--- config.mk ---
export PLATFORM = sky130hd
export DESIGN_NAME = serial_adder_ctrl
export DESIGN_NICKNAME = d
export VERILOG_FILES = /design/src/rtl/serial_adder_ctrl.sv
export SDC_FILE = /design/constraint.sdc
export NUM_CORES = 1
export LEC_CHECK = 0
export CAP_MARGIN = 20
export CELL_PAD_IN_SITES_DETAIL_PLACEMENT = 1
export CELL_PAD_IN_SITES_GLOBAL_PLACEMENT = 1
export CORE_MARGIN = 5
export CORE_UTILIZATION = 41
export DETAILED_ROUTE_END_ITERATION = 8
export GPL_TIMING_DRIVEN = 0
export HOLD_SLACK_MARGIN = 0.05
export PLACE_DENSITY = 0.85
export SLEW_MARGIN = 40
export SYNTH_ARGS = -nofsm -noshare
export SYNTH_HDL_FRONTEND = slang
export SYNTH_SLANG_ARGS = --single-unit
--- constraint.sdc ---
create_clock -name clk -period 1.9 [get_ports clk]
set_input_delay 0.38 -clock clk [delete_from_list [all_inputs] [get_ports clk]]
set_output_delay 0.38 -clock clk [all_outputs]
set_load 0.005 [all_outputs]
--- src/rtl/serial_adder_ctrl.sv ---
// -----------------------------------------------------------------------------
// serial_adder_ctrl
//
// Bit-serial WIDTH-bit adder. The operands and the carry-in are accepted
// through a valid/ready handshake. The operands are then shifted LSB-first
// through two cascaded half-adder slices, one bit per clock. The only carry
// path between bits is a single carry flop. When the word is complete, the
// sum and carry-out are offered through a second valid/ready handshake. The
// result is held for as long as the consumer applies backpressure.
//
// Timing: handshake in cycle T, RUN in cycles T+1..T+WIDTH, and out_valid
// high from cycle T+WIDTH+1. The next accept is possible in the cycle after
// the result handoff, which gives one add every WIDTH+2 cycles.
//
// Ports:
//   clk        system clock, rising edge
//   rst_n      synchronous active-low reset
//   in_valid   a, b and cin are valid this cycle
//   in_ready   operands can be accepted (high only in IDLE)
//   a, b       WIDTH-bit operands
//   cin        carry-in for bit 0
//   out_valid  s and c hold a completed result
//   out_ready  consumer accepts the result
//   s          sum, a+b+cin modulo 2^WIDTH
//   c          carry-out of bit WIDTH-1
//   busy       an operation is in progress or its result is pending
// -----------------------------------------------------------------------------
module serial_adder_ctrl #(
  parameter int WIDTH = 8
) (
  input  logic             clk,
  input  logic             rst_n,
  input  logic             in_valid,
  output logic             in_ready,
  input  logic [WIDTH-1:0] a,
  input  logic [WIDTH-1:0] b,
  input  logic             cin,
  output logic             out_valid,
  input  logic             out_ready,
  output logic [WIDTH-1:0] s,
  output logic             c,
  output logic             busy
);

  localparam int CNT_W = $clog2(WIDTH);

  typedef enum logic [1:0] {
    IDLE = 2'd0,
    RUN  = 2'd1,
    DONE = 2'd2
  } state_t;

  state_t             state, state_next;
  logic [WIDTH-1:0]   a_sh, b_sh, sum_sh;
  logic               carry;
  logic [CNT_W-1:0]   cnt;

  logic p, g1, sbit, g2, carry_next, last_bit;

  // Two half-adder slices. The carry between bit positions goes only
  // through the carry flop, so no combinational ripple crosses bits.
  assign p          = a_sh[0] ^ b_sh[0];
  assign g1         = a_sh[0] & b_sh[0];
  assign sbit       = p ^ carry;
  assign g2         = p & carry;
  assign carry_next = g1 | g2;
  assign last_bit   = (cnt == CNT_W'(WIDTH - 1));

  assign in_ready = (state == IDLE);
  assign busy     = (state != IDLE);

  // State register.
  // NOTE: sequential state is written only with non-blocking assignments,
  // so every flop samples the values from before the edge.
  always_ff @(posedge clk) begin
    if (!rst_n) state <= IDLE;
    else        state <= state_next;
  end

  // Next-state logic.
  // NOTE: the default assignment comes first, so every path drives
  // state_next and no latch is inferred.
  always_comb begin
    state_next = state;
    case (state)
      IDLE:    if (in_valid)  state_next = RUN;
      RUN:     if (last_bit)  state_next = DONE;
      DONE:    if (out_ready) state_next = IDLE;
      default:                state_next = IDLE;
    endcase
  end

  // Datapath.
  // NOTE: every datapath register, including the shift registers, is
  // cleared by reset, so that an aborted operation leaves no residue.
  always_ff @(posedge clk) begin
    if (!rst_n) begin
      a_sh      <= '0;
      b_sh      <= '0;
      sum_sh    <= '0;
      carry     <= 1'b0;
      cnt       <= '0;
      s         <= '0;
      c         <= 1'b0;
      out_valid <= 1'b0;
    end else begin
      case (state)
        IDLE: begin
          if (in_valid) begin
            a_sh   <= a;
            b_sh   <= b;
            carry  <= cin;
            sum_sh <= '0;
            cnt    <= '0;
          end
        end
        RUN: begin
          a_sh   <= {1'b0, a_sh[WIDTH-1:1]};
          b_sh   <= {1'b0, b_sh[WIDTH-1:1]};
          sum_sh <= {sbit, sum_sh[WIDTH-1:1]};
          carry  <= carry_next;
          cnt    <= cnt + 1'b1;
          if (last_bit) begin
            // The sum register and the final bit are committed together
            // on this edge.
            s         <= {sbit, sum_sh[WIDTH-1:1]};
            c         <= carry_next;
            out_valid <= 1'b1;
          end
        end
        DONE: begin
          // s and c are deliberately left alone. They stay valid after the
          // handoff until the next result overwrites them.
          if (out_ready) out_valid <= 1'b0;
        end
        default: out_valid <= 1'b0;
      endcase
    end
  end

endmodule
==> results by group <==
Setup path
  – CP arrival: 1980 ps
  – Critical-path cell list: clkdlybuf4s50_1, or3b_1, clkbuf_2, buf_6, o221ai_2, nor2_1
  – R2R depth: 6
  – Critical R2R Capture: carry
  – Crit-path max FO: 10
  – CP max-delay cell: clkdlybuf4s50_1
  – Worst setup SP type: input pin
  – Crit-path max cell delay: 620 ps
  – Worst EP required: 2080 ps
  – Critical path type: in -> reg
  – Worst setup EP type: flip-flop
  – R2R Setup Slk: 370 ps
  – R2R Path Start: state[1]

Synthesis
  – Number of enable flip-flop cells after synthesis: 0
  – Yosys reg bits: 39
  – Synth Area per Inst: 9.539 um2
  – Syn nets: 197
  – Count leader, synth: dfxtp_1
  – Cell taking the most area after synthesis: dfxtp_1
  – Syn Inst Count: 173
  – Cell variety after synth: 27
  – Share of Yosys cell area claimed by the top area cell type: 0.4731
  – Top cells by count, synth: 39 x dfxtp_1, 32 x nor2_1, 13 x a21boi_0, 12 x nand2_1
  – Asr flop ratio synth: 0
  – Main synth FF type: dfxtp_1
  – Synth Warn #: 0
  – Synth top area cells: dfxtp_1 47%, o221ai_2 9.1%, nor2_1 7.3%, a21boi_0 5.9%, a22oi_1 4.1%
  – Sequential share of the synthesized area: 0.4731
  – Cell Area, Synth: 0.001650 mm2

Clocking
  – Worst skew pair latency: 290 ps
  – Reg clk slew, reported paths: 70 ps
  – Htree depth: 2
  – Number of CTS-inserted buffers: 5
  – Hold Buf Count CTS: 0
  – CTS Sinks: 39
  – Clock root cell: clkbuf_8
  – CTS tree: done
  – Clock tree buffer depth: 2

Die
  – Die area: 0.005394 mm2
  – Row count: 23
  – # IOs: 33
  – Die Ht: 73.45 um
  – DIE WIDTH: 73.45 um
  – Initial Utilization: 0.4186
  – Core Footprint: 0.003943 mm2

Placement
  – RePlAce Congestion: 0.7966
  – Dpl ws: -175.0 ps
  – Hpwl dp: 3108 um
  – # port buffers: 31

Route
  – Post-Route WL: 4135 um
  – DRC Markers: 0
  – Via Count: 1398
  – DRT Pass-1 Iters: 4
  – Final ANT Viol Nets: 0
  – DR vias/cell: 5.336
  – Avg WL per Cell: 15.78 um
  – Initial DRC Count: 68

Hold path
  – Hold Path End: cnt[0]
  – Worst hold-check path type: in -> reg
  – Hold path cells: 2
  – Hold Startpoint: rst_n

STA
  – Final TNS setup: 0 ps
  – Endpoints failing hold: 0
  – Fmax: 555.1 MHz
  – Post-route setup slack: 98.63 ps
  – Final period util: 0.9481
  – Slew headroom: 0.5285
  – RSZ-0062 raised after global routing: false
  – Fin crit period: 1801 ps
  – Clk_skew: 4.748 ps
  – Max Slew Vio Count: 0
  – Worst-margin pin slew: 705.8 ps
  – Setup Viol. Count Final: 0
  – Hold Slack: 452.3 ps

Global routing
  – Largest net degree at the start of global routing: 12
  – GRT Util Overall: 0.1688
  – Vias in the first global route: 1541
  – Grt ovf: 0
  – First-pass GRT wire length: 7051 um
  – Initial antenna violation count: 0

Run status
  – Run status: complete, no violations

Flow run
  – MaxCap Viol Count: 0

Layout
  – Layout cells sized above 1: 0.1509
  – N_diodes: 0
  – Number of fill cells: 455
  – Fin nets: 236
  – Area Growth Syn to Fin: 29.57%

Power and ir drop
  – Pwr dens: 773.4 mW/mm2
  – VDD IR max: 0.0004803 V
  – Leak Pwr: 0.7772 nW
==> registers in the layout, summed over array words and instances (netlist names) <==
register / flops
a_sh: 8
c: 1
carry: 1
sum_sh: 7
out_valid: 1
cnt: 3
s: 8
state: 2
b_sh: 8
==> cells by family after synthesis <==
logic type,after synthesis,share of synthesized area
fa+ha+maj,3,0.02729
buf+inv,17,0.04927
flops,39,0.4731
compound gates,43,0.2434
mux,1,0.006065
simple gates,70,0.2009
==> worst max-delay path by stage <==
stage | startpoint | end | slack, ps | cells past startpoint
2_1_floorplan | in_valid | a_sh[0] | 590 | 5
3_3_place_gp | in_valid | b_sh[5] | -150 | 6
3_5_place_dp | in_valid | carry | -180 | 6
4_1_cts | state[1] | busy | 4 | 3
5_1_grt | in_valid | carry | 40 | 6
6_report | in_valid | carry | 100 | 6
==> cell usage in the layout (no fill, tap or decap), drive strengths merged, types with 2 or more instances in the layout <==
cell           count
nand4bb            2
clkdlybuf4s50     29
nand2             12
o21ai              3
buf                9
a21boi            13
a22oi              9
clkbuf            13
inv                2
o221ai            15
nand3              9
nor2              32
nor2b             10
ha                 2
dfxtp             39
==> metrics by stage <==
step / total power (W) / util / instance area [um2] / instances
floorplan: 0.001026 / - / 1650 / 173
global placement: 0.001102 / 0.5132 / 2023 / 254
detailed placement: 0.001117 / 0.5132 / 2023 / 254
CTS: 0.001679 / 0.5417 / 2136 / 262
global route: 0.001728 / 0.5424 / 2138 / 262
finish: 0.001654 / 0.5424 / 2138 / 262
==> metal layers <==
metal | vias up | global-route usage | part of all wire
met3 | 6 | 0.03830 | 0.043
met4 | 0 | 0.06439 | 0.015
li1 | 687 | - | -
met2 | 29 | 0.3041 | 0.52
met1 | 676 | 0.1911 | 0.42
met5 | - | 0 | 0
==> final cells by class <==
cell class / instances / area, um2 / share of cell area
plain buffers: 15 / 90.09 / 0.04213
clock inverters: 1 / 5.005 / 0.002341
clock buffers: 6 / 82.58 / 0.03862
inverters: 2 / 7.507 / 0.003511
flip-flops and latches: 39 / 783.3 / 0.3663
multi-input cells: 117 / 788.3 / 0.3686
repair buffers: 32 / 319.1 / 0.1492
well taps: 50 / 62.56 / 0.02926
==> what timing repair did <==
action,in CTS,in global routing
resized for setup,8,1
buffers inserted,1,0
setup endpoints to repair,2,1
==> report_power, final <==
group	switching, W	internal [W]
registers	0.0000273	0.000856
logic	0.000106	0.000109
clock network	0.000271	0.000285
total	0.000404	0.00125
==> critical path, delay by kind of cell <==
| kind | cells | cell delay [ps] |
|---|---|---|
| AND/OR/NAND/NOR | 2 | 450 |
| AO/OA/AOI/OAI | 1 | 160 |
| buffers and inverters | 3 | 980 |
No activity file was read; power rests on OpenSTA's default activity.
